**src/rtl/mem_arbiter_pkg.sv**
```systemverilog
// mem_arbiter shared types: FSM state encodings and requester indices.
// Policy macro used by this block: MEM_ARBITER_ROUND_ROBIN_EN.
package mem_arbiter_pkg;

   typedef enum logic [1:0] {
      ST_IDLE  = 2'd0,
      ST_ISSUE = 2'd1,
      ST_WAIT  = 2'd2
   } state_t;

   localparam logic REQ_FETCH = 1'b0;
   localparam logic REQ_DATA  = 1'b1;

   function automatic logic [1:0] req_onehot(input logic idx);
      return idx ? 2'b10 : 2'b01;
   endfunction

endpackage

```
**src/rtl/mem_arbiter_sel.sv**
```systemverilog
// mem_arbiter_sel: combinational winner select between fetch and data.
// MEM_ARBITER_ROUND_ROBIN_EN selects round-robin ties, else data wins.
module mem_arbiter_sel
   import mem_arbiter_pkg::*;
(
   input  logic req0,
   input  logic req1,
`ifdef MEM_ARBITER_ROUND_ROBIN_EN
   input  logic last,
`endif
   output logic any,
   output logic win
);

   assign any = req0 | req1;

   always_comb begin
      win = REQ_FETCH;
      if (req1 && !req0) begin
         win = REQ_DATA;
      end else if (req0 && req1) begin
`ifdef MEM_ARBITER_ROUND_ROBIN_EN
         // tie goes to whichever port was not granted last
         win = (last == REQ_DATA) ? REQ_FETCH : REQ_DATA;
`else
         win = REQ_DATA;
`endif
      end
   end

endmodule

```
**src/rtl/mem_arbiter.sv**
```systemverilog
// mem_arbiter: two-requester arbiter onto a single issue/ready/data-ready port.
// MEM_ARBITER_ROUND_ROBIN_EN enables round-robin tie-break (fixed priority otherwise).
module mem_arbiter
   import mem_arbiter_pkg::*;
#(
   parameter int ADDR_W = 16,
   parameter int DATA_W = 16
) (
   input  logic              I_clk,
   input  logic              I_reset,
   input  logic              I_req0,
   input  logic              I_req1,
   input  logic [ADDR_W-1:0] I_addr0,
   input  logic [ADDR_W-1:0] I_addr1,
   input  logic              I_we0,
   input  logic              I_we1,
   input  logic [DATA_W-1:0] I_wdata0,
   input  logic [DATA_W-1:0] I_wdata1,
   output logic              O_gnt0,
   output logic              O_gnt1,
   output logic              O_done0,
   output logic              O_done1,
   output logic [DATA_W-1:0] O_rdata0,
   output logic [DATA_W-1:0] O_rdata1,
   input  logic              I_mem_ready,
   output logic              O_execute,
   output logic [ADDR_W-1:0] O_addr,
   output logic              O_we,
   output logic [DATA_W-1:0] O_wdata,
   input  logic              I_data_ready,
   input  logic [DATA_W-1:0] I_rdata
);

   state_t     state_q;
   state_t     state_d;
   logic       win_q;
   logic       sel_any;
   logic       sel_win;
   logic [1:0] gnt_d;
   logic [1:0] done_d;
   logic       exec_d;
   logic       take;
   logic       cap;

`ifdef MEM_ARBITER_ROUND_ROBIN_EN
   logic last_q;

   always_ff @(posedge I_clk or negedge I_reset) begin
      if (!I_reset) begin
         last_q <= REQ_DATA;
      end else if (take) begin
         last_q <= sel_win;
      end
   end
`endif

   mem_arbiter_sel u_sel (
      .req0 (I_req0),
      .req1 (I_req1),
`ifdef MEM_ARBITER_ROUND_ROBIN_EN
      .last (last_q),
`endif
      .any  (sel_any),
      .win  (sel_win)
   );

   always_ff @(posedge I_clk or negedge I_reset) begin
      if (!I_reset) begin
         state_q <= ST_IDLE;
      end else begin
         state_q <= state_d;
      end
   end

   always_comb begin
      state_d = state_q;
      gnt_d   = 2'b00;
      done_d  = 2'b00;
      exec_d  = 1'b0;
      take    = 1'b0;
      cap     = 1'b0;
      unique case (state_q)
         ST_IDLE: begin
            if (I_mem_ready && sel_any) begin
               take    = 1'b1;
               gnt_d   = req_onehot(sel_win);
               exec_d  = 1'b1;
               state_d = ST_ISSUE;
            end
         end
         ST_ISSUE: begin
            if (O_we) begin
               done_d  = req_onehot(win_q);
               state_d = ST_IDLE;
            end else begin
               state_d = ST_WAIT;
            end
         end
         ST_WAIT: begin
            if (I_data_ready) begin
               cap     = 1'b1;
               done_d  = req_onehot(win_q);
               state_d = ST_IDLE;
            end
         end
         default: begin
            state_d = ST_IDLE;
         end
      endcase
   end

   always_ff @(posedge I_clk or negedge I_reset) begin
      if (!I_reset) begin
         O_gnt0    <= 1'b0;
         O_gnt1    <= 1'b0;
         O_done0   <= 1'b0;
         O_done1   <= 1'b0;
         O_execute <= 1'b0;
         O_addr    <= '0;
         O_we      <= 1'b0;
         O_wdata   <= '0;
         O_rdata0  <= '0;
         O_rdata1  <= '0;
         win_q     <= REQ_FETCH;
      end else begin
         O_gnt0    <= gnt_d[0];
         O_gnt1    <= gnt_d[1];
         O_done0   <= done_d[0];
         O_done1   <= done_d[1];
         O_execute <= exec_d;
         if (take) begin
            O_addr  <= sel_win ? I_addr1 : I_addr0;
            O_we    <= sel_win ? I_we1 : I_we0;
            O_wdata <= sel_win ? I_wdata1 : I_wdata0;
            win_q   <= sel_win;
         end
         // read data lands only on the port that owns the transaction
         if (cap) begin
            if (win_q == REQ_DATA) begin
               O_rdata1 <= I_rdata;
            end else begin
               O_rdata0 <= I_rdata;
            end
         end
      end
   end

endmodule
```
**config.mk**
```make
export PLATFORM = sky130hd
export DESIGN_NAME = mem_arbiter
export DESIGN_NICKNAME = d
export VERILOG_FILES = /design/src/rtl/mem_arbiter_pkg.sv /design/src/rtl/mem_arbiter_sel.sv /design/src/rtl/mem_arbiter.sv
export SDC_FILE = /design/constraint.sdc
export NUM_CORES = 1
export LEC_CHECK = 0
export ABC_AREA = 1
export CORE_UTILIZATION = 40
export CTS_CLUSTER_DIAMETER = 60
export DETAILED_ROUTE_END_ITERATION = 8
export PLACE_DENSITY = 0.77
export SETUP_SLACK_MARGIN = 0.2
export SYNTH_ARGS = -nofsm -noshare
export SYNTH_HDL_FRONTEND = slang
export SYNTH_SLANG_ARGS = --single-unit
```
**constraint.sdc**
```tcl
create_clock -name I_clk -period 1.85 [get_ports I_clk]
set_input_delay 0.185 -clock I_clk [delete_from_list [all_inputs] [get_ports I_clk]]
set_output_delay 0.185 -clock I_clk [all_outputs]
set_load 0.1 [all_outputs]
```
## Yosys cells after proc, flatten, opt, wreduce, memory -nomap -nowiden

Cells that the tools add are included.

- Register bits after elaboration: 73
- Input bits: 88
- Output and inout bits: 70
- Logic and storage cells: 46

- Equal/unequal tests: 4
- Muxes and demuxes: 20
- Bitwise gates (word level): 2
- Reductions and logical operators: 8

Operator list:

| operator | count |
|---|---|
| $mux W16 | 2 |
| $mux W2 | 9 |
| $mux W1 | 7 |
| $pmux W2 S3 | 1 |
| $reduce_and A2 Y1 | 3 |
| $ne A2 B2 Y1 const B | 2 |
| $pmux W2 S2 | 1 |
| $logic_and A1 B1 Y1 | 3 |
| $eq A2 B1 Y1 const B | 1 |
| $eq A2 B2 Y1 const B | 1 |
| $logic_not A2 Y1 | 1 |
| $logic_not A1 Y1 | 1 |
| $not A1 Y1 | 1 |
| $or A1 B1 Y1 | 1 |

## Logic depth before layout (Yosys ltp)

Gate-level depths: netlist of run 1.

- Word-level depth: 6
- Depth in mapped cells: 8

## Cells and area by module

A second synthesis of run 1 with hierarchy kept.

- Cell total of the unflattened synthesis: 408
- Area, all modules: 3484.6 µm²

Modules (own cells, without submodules):

| module | instances | cells each | area each (µm²) | seq. area each (µm²) |
|---|---|---|---|---|
| mem_arbiter | 1 | 404 | 3469.6 | 1826.8 |
| mem_arbiter_sel | 1 | 4 | 15.0 | 0.0 |

## Worst setup path before layout of run 1

Ideal clock, no wire load.

- Path kind: reg-to-reg
- From: register O_we
- To: register O_done1
- Data arrival time: 1.326 ns
- Data required time: 1.779 ns
- Slack: 0.452 ns
- Stages on the path, launching flop included: 5
- Buffers on the path: 0
- Clock period less this slack: 1.398 ns
- Cell sequence: dfrtp_1 -> inv_1 -> o21ai_0 -> inv_1 -> nor2_1

- Longest elaborated chain between the ends: 2

Ends and longest elaborated chain:

| what | line | source |
|---|---|---|
| start: declaration | mem_arbiter.sv:28 | `output logic O_we,` |
| start signal: assignment | mem_arbiter.sv:133 | `O_we <= sel_win ? I_we1 : I_we0;` |
| $mux W2 | mem_arbiter.sv:92 | `if (O_we) begin` |
| $pmux W2 S2 | mem_arbiter.sv:82 | `unique case (state_q)` |
| via done_d[1] | mem_arbiter.sv:40 | `logic [1:0] done_d;` |
| end signal: assignment | mem_arbiter.sv:129 | `O_done1 <= done_d[1];` |
| end: declaration | mem_arbiter.sv:22 | `output logic O_done1,` |

The timed path passes the listed nets, and every way through them passes these cells.
A chain may end at the register's enable or synchronous reset.

## Final worst setup path of run 1

- From: register state_q[0]
- To: register O_rdata1[7]

- Longest elaborated chain between the ends: 3

Ends and longest elaborated chain:

| what | line | source |
|---|---|---|
| start: declaration | mem_arbiter.sv:34 | `state_t state_q;` |
| start signal: assignment | mem_arbiter.sv:71 | `state_q <= state_d;` |
| $eq A2 B2 Y1 | mem_arbiter.sv:82 |  |
| $mux W1 | mem_arbiter.sv:82 |  |
| $reduce_and A2 Y1 (no line) | - |  |
| end signal: assignment | mem_arbiter.sv:140 | `O_rdata1 <= I_rdata;` |
| end: declaration | mem_arbiter.sv:24 | `output logic [DATA_W-1:0] O_rdata1,` |

Every way passes these cells.

==> metrics.txt, run 1 <==
status completed; crit path DAT 1.63 ns; 1st-pass router iterations 4; crit path max fanout 32; Final Net Count roughly 660; vias in the first global route about 2,900; CTS tree built; clock sink count 73; worst skew pair latency roughly 0.33 ns; pin count of the biggest net entering global routing just over 40; die area 0.008421 mm2; largest family of logic cells by synthesized area simple AND/OR/NAND/NOR gates; num rows 32; routed vias 3,050; crit end category flop; Tmin final 1.386 ns; share of cells above drive strength 1 about 18%; antenna violations before repair 0; RSZ-0062 raised after global routing false; clk slew on worst S/H paths about 0.07 ns; fin crit share 74.90%; post-synthesis mux area share 0%; leading cell type in the layout, fill and taps excluded nand2_1; Die H roughly 92 um; Setup CP Type flop to flop; Syn-to-layout area delta 53.53%; Synth Area in Compound Gates under 10%; simple-gate share of the synthesized area about 30%; most frequent cells in the layout 240 x nand2_1, 86 x clkdlybuf4s50_1, 78 x buf_4, 73 x dfrtp_1, 35 x o21ai_0; Antenna Nets Post-Route 0; Final Slew Violations 0; worst clock skew 0.005081 ns; Initial Util around two fifths; DRC 0; Netlist Area Pre-Place between 0.003 and 0.004 mm2; maxcap violations 0; Hold Vio Cnt, Final 0; adder and majority cell fraction of the synthesized area 1.165%; FILL cells approximately 680; total track usage between 20% and 30%; HPWL after DPL 6166 um; Reg area around 0.0018 mm2; routed len/inst about 12 um; number of diodes 0; fmax between 700 and 800 MHz; clock buffer depth 2; synth unique cells 14; WP data required ~2.1 ns; worst slew pin tran about 0.44 ns; core area 0.007767 mm2; Final setup viols 0; DRT Wirelength between 8000 and 9000 um; yosys warns 0; Min-Delay Path Class primary input to asynchronous set/reset pin; post-DR vias/cell between 4 and 5; clock root buffer clkbuf_8; XOR/XNOR share of the synthesized area 0%; Die Wd 91.77 um; syn_area_per_cell ~7.9 um2; Worst slew margin between 70 and 80%; synthesis-stage register bit count 73; Routability Congestion about 0.74; I/O Pins 158; TNS Setup 0 ns; TritonCTS buffer count 9; multi-input logic area 0.001171 mm2; H-tree depth 3; first-pass GRT wire length 13,210 um; Buffers on Ports around 160; Seq/Total Area, Yosys 56.68%; Syn Inst Count between 400 and 500; syn nets ~500; total grt overflow 0; initial DRC count 81; Startpoint Class flop
## registers in the layout, indices dropped and copies added, names as in the netlist, 2 cells and up
signal,count
O_wdata,16
O_rdata1,16
O_rdata0,16
O_addr,16
state_q,2
## worst paths after layout
check                                  from           end  slack, ns  cells after the start
worst max-delay path             state_q[0]   O_rdata1[7]       0.46                      6
worst max register to register   state_q[0]   O_rdata1[7]       0.46                      6
worst min register to register    O_addr[6]     O_addr[6]       0.47                      2
max in group asynchronous           I_reset    O_addr[11]       0.94                      3
min in group I_clk              I_rdata[12]  O_rdata0[12]       0.43                      3
worst min-delay path                I_reset   O_rdata1[3]       0.35                      2
## per-layer routing
layer,wire length [um],up-vias,GRT usage [%],part of all wire [%]
li1,-,1543,-,-
met1,3628,1356,25.77,45
met2,3587,139,31.89,44
met3,735,12,5.721,9.1
met4,127,0,8.203,1.6
met5,0,-,0,0
## Yosys cell counts (all sizes together)
master	instances	area share, %
inv	27	3.1
dfrtp	73	57
ha	3	1.2
nand3	3	0.47
buf	13	3.0
nor2	5	0.82
clkbuf	7	0.82
o21ai	36	5.9
nand2	240	28
## worst max-delay path, cell delays in order, from the launching register on
cell     delay, ns
dfrtp_1       0.38
inv_1         0.08
ha_1          0.24
nand3_1       0.09
buf_4         0.29
nand2_1       0.10
o21ai_0       0.10
## what timing repair did
action	4_1_cts	5_1_grt
buffers inserted	0	0
resized for setup	0	0
hold buffers	1	0
hold endpoints to repair	33	0
## kinds of logic (layout without fill, tap and decap cells)
| kind of cell | after synthesis | count (layout) |
|---|---|---|
| fa+ha+maj | 3 | 3 |
| compound gates | 36 | 36 |
| buf+inv | 47 | 211 |
| flops | 73 | 73 |
| simple gates | 248 | 248 |
## layout make-up
cell class	instances	area share, %
flip-flops and latches	73	36.92
repair buffers	168	30.64
multi-input cells	287	23.67
clock buffers	11	3.059
well taps	102	2.579
inverters	27	2.048
clock inverters	5	1.087
## stage by stage
step	cell area, um2	hold slack [ns]	setup WS (ns)	instances	util [%]
floorplan	3223	-0.1106	0.4524	407	-
finish	4949	0.3469	0.4643	673	63.71
detailed placement	4733	0.1594	0.3084	656	60.94
global placement	4733	0.1547	0.3494	656	60.94
global route	4949	0.3718	0.3710	673	63.71
CTS	4949	0.3320	0.4718	673	63.71
Power of run 1 is not shown: default switching activity piles up to over one toggle a cycle in this logic, so the estimate is an artifact.
==> inputs of run 2 (changes only) <==
==> constraint.sdc (replaced) <==
create_clock -name I_clk -period 1.3 [get_ports I_clk]
set_input_delay 0.13 -clock I_clk [delete_from_list [all_inputs] [get_ports I_clk]]
set_output_delay 0.13 -clock I_clk [all_outputs]
set_load 0.1 [all_outputs]
==> run 2 against run 1 <==
The flow now finishes with violations (negative setup slack); core utilization is 22 points higher; non-clock buffer count up 25; cell count grew 3.7%; setup slack got worse by 0.51 ns; sequential share of layout area shrank 9.2 points.
==> metrics.txt, run 2 (synthesis gave the netlist of run 1 again) <==
Syn-to-layout area delta 107.0%; post-DR vias/cell 4.837 (+6.7%); 1st-pass router iterations 5 (+1); Routability Congestion 0.8023 (+7.8%); num rows 32 (unchanged); crit-path cells inv_2 -> ha_4 -> nand3_4 -> clkbuf_16 -> nand2_1 -> o21ai_1; routed len/inst 16.07 um (+34%); CTS tree built; clock sink count 73 (unchanged); worst clock skew 0.008800 ns (+0.003720 ns); Final Slew Violations 0 (unchanged); die area 0.008421 mm2 (unchanged); crit path DAT 1.57 ns (-0.06 ns); crit end category flop; met3 Use GR 6.965% (+1.2 points); total grt overflow 0 (unchanged); WHS 0.2889 ns (-0.05809 ns); met2 Use GR 39.54% (+7.6 points); leading cell type in the layout, fill and taps excluded nand2_1; Max stage delay on crit path 0.41 ns (+0.03 ns); Worst slew margin 71.23% (+0.76 points); maxcap violations 0 (unchanged); Min-Delay Path Class primary input to asynchronous set/reset pin; share of cells above drive strength 1 37.08% (+20 points); crit path max fanout 8 (-75%); number of diodes 0 (unchanged); pin count of the biggest net entering global routing 37 (-9.8%); TritonCTS buffer count 9 (unchanged); fmax 743.9 MHz (+3.1%); initial DRC count 96 (+19%); Initial Util 41.49% (unchanged); clk slew on worst S/H paths 0.08 ns (about the same); clock buffer depth 2 (unchanged); HPWL after DPL 6782 um (+10%); core area 0.007767 mm2 (unchanged); I/O Pins 158 (unchanged); status finished, violations left; Antenna Nets Post-Route 0 (unchanged); Die Wd 91.77 um (unchanged); Tmin final 1.344 ns (-0.04140 ns); DRT Wirelength 11,220 um (+39%); failing checks negative setup slack; most frequent cells in the layout 197 x nand2_1, 86 x clkdlybuf4s50_1, 76 x buf_12, 58 x dfrtp_1; Die H 91.77 um (unchanged); Buffers on Ports 157 (unchanged); H-tree depth 3 (unchanged); Final setup viols 3 (+3); fin crit share 103.4% (+29 points); DRC 0 (unchanged); vias in the first global route 3,200 (+10%); Final Net Count 682 (+3.8%); worst skew pair latency 0.35 ns (+0.02 ns); Hold Vio Cnt, Final 0 (unchanged); Crit path max-delay family flip-flops; first-pass GRT wire length 15,230 um (+15%); routed vias 3,376 (+11%); critical path's slowest cell dfrtp_1; antenna violations before repair 0 (unchanged); Startpoint Class flop; WP data required 1.53 ns (-0.56 ns); total track usage 23.24% (+3.2 points); RSZ-0062 raised after global routing true; final worst slack -0.04426 ns (-0.5086 ns); worst slew pin tran 0.4315 ns (-0.01144 ns); met1 usage 27.77% (+2.0 points); clock root buffer clkbuf_8; worst path bufs/invs 2 (unchanged); Setup CP Type flop to flop; gr busiest metal met2
## run 2: layout make-up
class | count | area [um2]
clock buffer | 9 | 123.9
clock inverter | 7 | 142.6
fill | 365 | 1095
inverter | 27 | 101.3
multi-input combinational | 287 | 1587
sequential | 73 | 1848
tap | 102 | 127.6
timing repair buffer | 193 | 2743
## run 2: worst register-to-register path: stages (launching register included)
cell and delay [ns]:
dfrtp_1 0.41, inv_2 0.11, ha_4 0.18, nand3_4 0.14
clkbuf_16 0.22, nand2_1 0.09, o21ai_1 0.09
## run 2: through the flow
stage	TNS [ns]	instances	util, %	area, um2	setup slack, ns
finish	-0.08496	698	85.91	6673	-0.04426
global route	-0.9261	698	85.91	6673	-0.05694
CTS	0	680	78.09	6066	0.02239
detailed placement	-4.366	657	73.15	5682	-0.1500
global placement	-3.969	657	73.15	5682	-0.1173
floorplan	0	407	-	3272	0.1033
## run 2: path summary, 6_finish.rpt
path,start,to,slack [ns],cells past startpoint
hold reg to reg,O_wdata[15],O_wdata[15],0.52,2
hold / removal,I_reset,O_rdata1[1],0.29,2
min in group I_clk,I_rdata[4],O_rdata0[4],0.35,3
setup reg to reg,state_q[0],O_rdata1[11],-0.04,6
setup / recovery,state_q[0],O_rdata1[11],-0.04,6
max in group asynchronous,I_reset,O_rdata0[13],0.45,3
## run 2: metal layers
| layer | wire length, um | part of all wire, % |
|---|---|---|
| met1 | 4323 | 39 |
| met2 | 5667 | 51 |
| met3 | 922 | 8.2 |
| met4 | 302 | 2.7 |
| met5 | 0 | 0 |
## run 2: what timing repair did
item                                   4_1_cts  5_1_grt
pin swaps                                    2       30
setup endpoints to repair                   73      101
hold buffers                                 1        0
resized for setup                           12      143
endpoints found under the hold margin       31        0
cloned                                       2        4
buffers inserted                             4       14
Power of run 2 is left out for the same reason.
==> inputs of run 3 (changes only) <==
--- a/config.mk
+++ b/config.mk
@@ -6,10 +6,13 @@
 export NUM_CORES = 1
 export LEC_CHECK = 0
 export ABC_AREA = 1
+export CORE_MARGIN = 2
 export CORE_UTILIZATION = 40
 export CTS_CLUSTER_DIAMETER = 60
 export DETAILED_ROUTE_END_ITERATION = 8
-export PLACE_DENSITY = 0.77
+export DONT_BUFFER_PORTS = 1
+export PLACE_DENSITY = 0.52
+export REMOVE_ABC_BUFFERS = 1
 export SETUP_SLACK_MARGIN = 0.2
 export SYNTH_ARGS = -nofsm -noshare
 export SYNTH_HDL_FRONTEND = slang
==> run 3 against run 2 <==
The flow finishes with violations (negative hold slack, negative setup slack); die area rose by 4.4%; non-clock buffer count down 57; final area down 15%; critical path type unchanged.
==> metrics.txt, run 3 (synthesis gave the netlist of run 1 again) <==
I/O Pins 158 (unchanged); crit path DAT 1.57 ns (about the same); CTS tree built; Max stage delay on crit path 0.39 ns (-0.02 ns); WHS -0.5213 ns (-0.8102 ns); vias in the first global route 2,948 (-7.9%); core area 0.007767 mm2 (unchanged); Setup CP Type flop to flop; Placed Instances 567 (-14%); critical path's slowest cell dfrtp_1; 1st-pass router iterations 4 (-1); clk slew on worst S/H paths 0.08 ns (about the same); Min-Delay Path Class primary input to asynchronous set/reset pin; Die Wd 93.77 um (+2.2%); TritonCTS buffer count 9 (unchanged); routed len/inst 15.75 um (-2.0%); RSZ-0062 raised after global routing true; total track usage 20.40% (-2.8 points); Antenna Nets Post-Route 0 (unchanged); gr busiest metal met2; worst slew pin tran 0.5750 ns (+0.1435 ns); final worst slack -0.04463 ns (-0.0003717 ns); Final setup viols 22 (+19); Worst slew margin 61.54% (-9.7 points); die area 0.008792 mm2 (+4.4%); Crit path max-delay family buffers and inverters; Hold Vio Cnt, Final 73 (+73); H-tree depth 3 (unchanged); failing checks negative hold slack, negative setup slack; Startpoint Class flop; num rows 32 (unchanged); Final Slew Violations 0 (unchanged); Final Util 72.78% (-13 points); DRT Wirelength 10,080 um (-10%); leading cell type in the layout, fill and taps excluded nand2_1; worst path bufs/invs 3 (+1); total grt overflow 0 (unchanged); clock sink count 73 (unchanged); routed vias 3,047 (-9.7%); met1 usage 26.03% (-1.7 points); Initial Util 41.49% (unchanged); antenna violations before repair 0 (unchanged); share of cells above drive strength 1 33.09% (-4.0 points); Syn-to-layout area delta 75.39%; clock root buffer clkbuf_8; worst clock skew 0.01096 ns (+0.002155 ns); DRC 0 (unchanged); Buffers on Ports 0 (-100%); Tmin final 1.345 ns (+0.0003717 ns); Die H 93.77 um (+2.2%); fin crit share 103.4% (about the same); HPWL after DPL 4949 um (-27%); post-DR vias/cell 4.761 (-1.6%); Final Net Count 625 (-8.4%); clock buffer depth 2 (unchanged); number of diodes 0 (unchanged); most frequent cells in the layout 205 x nand2_1, 72 x dfrtp_1, 39 x buf_12, 37 x dlygate4sd3_1, 28 x nand2_2; maxcap violations 0 (unchanged); crit-path cells inv_2 -> buf_6 -> ha_4 -> nand3_4 -> clkbuf_16 -> nand2_2 -> o21ai_2; status finished, violations left; FILL cells 527 (+44%); initial DRC count 82 (-15%); crit end category flop; fmax 743.7 MHz (about the same); met2 Use GR 34.64% (-4.9 points); Finished Layout Cells 640 (-8.3%); pin count of the biggest net entering global routing 74 (+100%); first-pass GRT wire length 14,030 um (-7.8%); WP data required 1.53 ns (about the same); Routability Congestion 0.7479 (-6.8%); met3 Use GR 4.735% (-2.2 points); worst skew pair latency 0.33 ns (-0.02 ns); Place WS -0.1487 ns (+0.001284 ns); crit path max fanout 8 (unchanged)
-- run 3: cell count changes in the layout (fill, tap and decap cells not counted), moves of 4 or more --
| cell | before | now |
|---|---|---|
| buf_4 | 20 | 11 |
| dfrtp_2 | 14 | 1 |
| clkdlybuf4s50_1 | 86 | 0 |
| dfrtp_1 | 58 | 72 |
| nand2_1 | 197 | 205 |
| o21ai_1 | 9 | 17 |
| buf_8 | 0 | 20 |
| nand2_4 | 22 | 7 |
| buf_12 | 76 | 39 |
| o21ai_4 | 5 | 1 |
| dlygate4sd3_1 | 1 | 37 |
| o21ai_2 | 22 | 16 |
| nand2_2 | 21 | 28 |
| buf_6 | 4 | 21 |
-- run 3: worst register-to-register path: cells and delay by family (launching register included) --
kind / cells / cell delay [ns]
DFF: 1 / 0.39
adders and majority gates: 1 / 0.16
buffers and inverters: 3 / 0.41
and+or+nand+nor: 2 / 0.22
AOI/OAI and AO/OA: 1 / 0.05
-- run 3: metal layers --
| layer | vias to the layer above | share of wire (%) |
|---|---|---|
| met5 | - | 0 |
| met3 | 12 | 6.0 |
| met1 | 1425 | 41 |
| met4 | 0 | 0.98 |
| met2 | 130 | 52 |
| li1 | 1480 | - |
-- run 3: final cells by class --
class | count | area (um2) | share of cell area (%)
Tap cell | 102 | 127.6 | 2.258
Sequential cell | 73 | 1828 | 32.34
Inverter | 27 | 113.9 | 2.014
Timing Repair Buffer | 136 | 1983 | 35.08
Multi-Input combinational cell | 287 | 1406 | 24.88
Clock inverter | 5 | 56.30 | 0.9960
Clock buffer | 10 | 137.6 | 2.435
-- run 3: timing repair --
item	in CTS	in global routing
gates resized for setup	106	174
setup buffers	5	8
endpoints found under the setup margin	136	132
pin swaps	4	13
cloned	5	3
hold buffers	36	1
endpoints found under the hold margin	121	75
-- run 3: metrics by stage --
stage,hold WS [ns],area [um2],setup TNS [ns]
after floorplan,-0.1656,3099,-22.28
after global placement,-0.1638,3837,-2.914
after detailed placement,-0.1635,3837,-4.149
after CTS,-0.5345,4956,0
after global routing,-0.5488,5653,-3.086
final,-0.5213,5653,-0.3223
-- run 3: final timing paths --
kind                               from          end  slack [ns]  cells past startpoint
max                          state_q[0]  O_rdata1[8]       -0.04                      7
min                             I_reset  O_rdata0[7]       -0.52                      0
max in group asynchronous       I_reset   state_q[1]        1.69                      0
min in group I_clk         I_wdata0[12]  O_wdata[12]           0                      4
min reg2reg                  O_wdata[8]   O_wdata[8]        0.50                      2
max reg2reg                  state_q[0]  O_rdata1[8]       -0.04                      7
Power of run 3 is left out for the same reason.
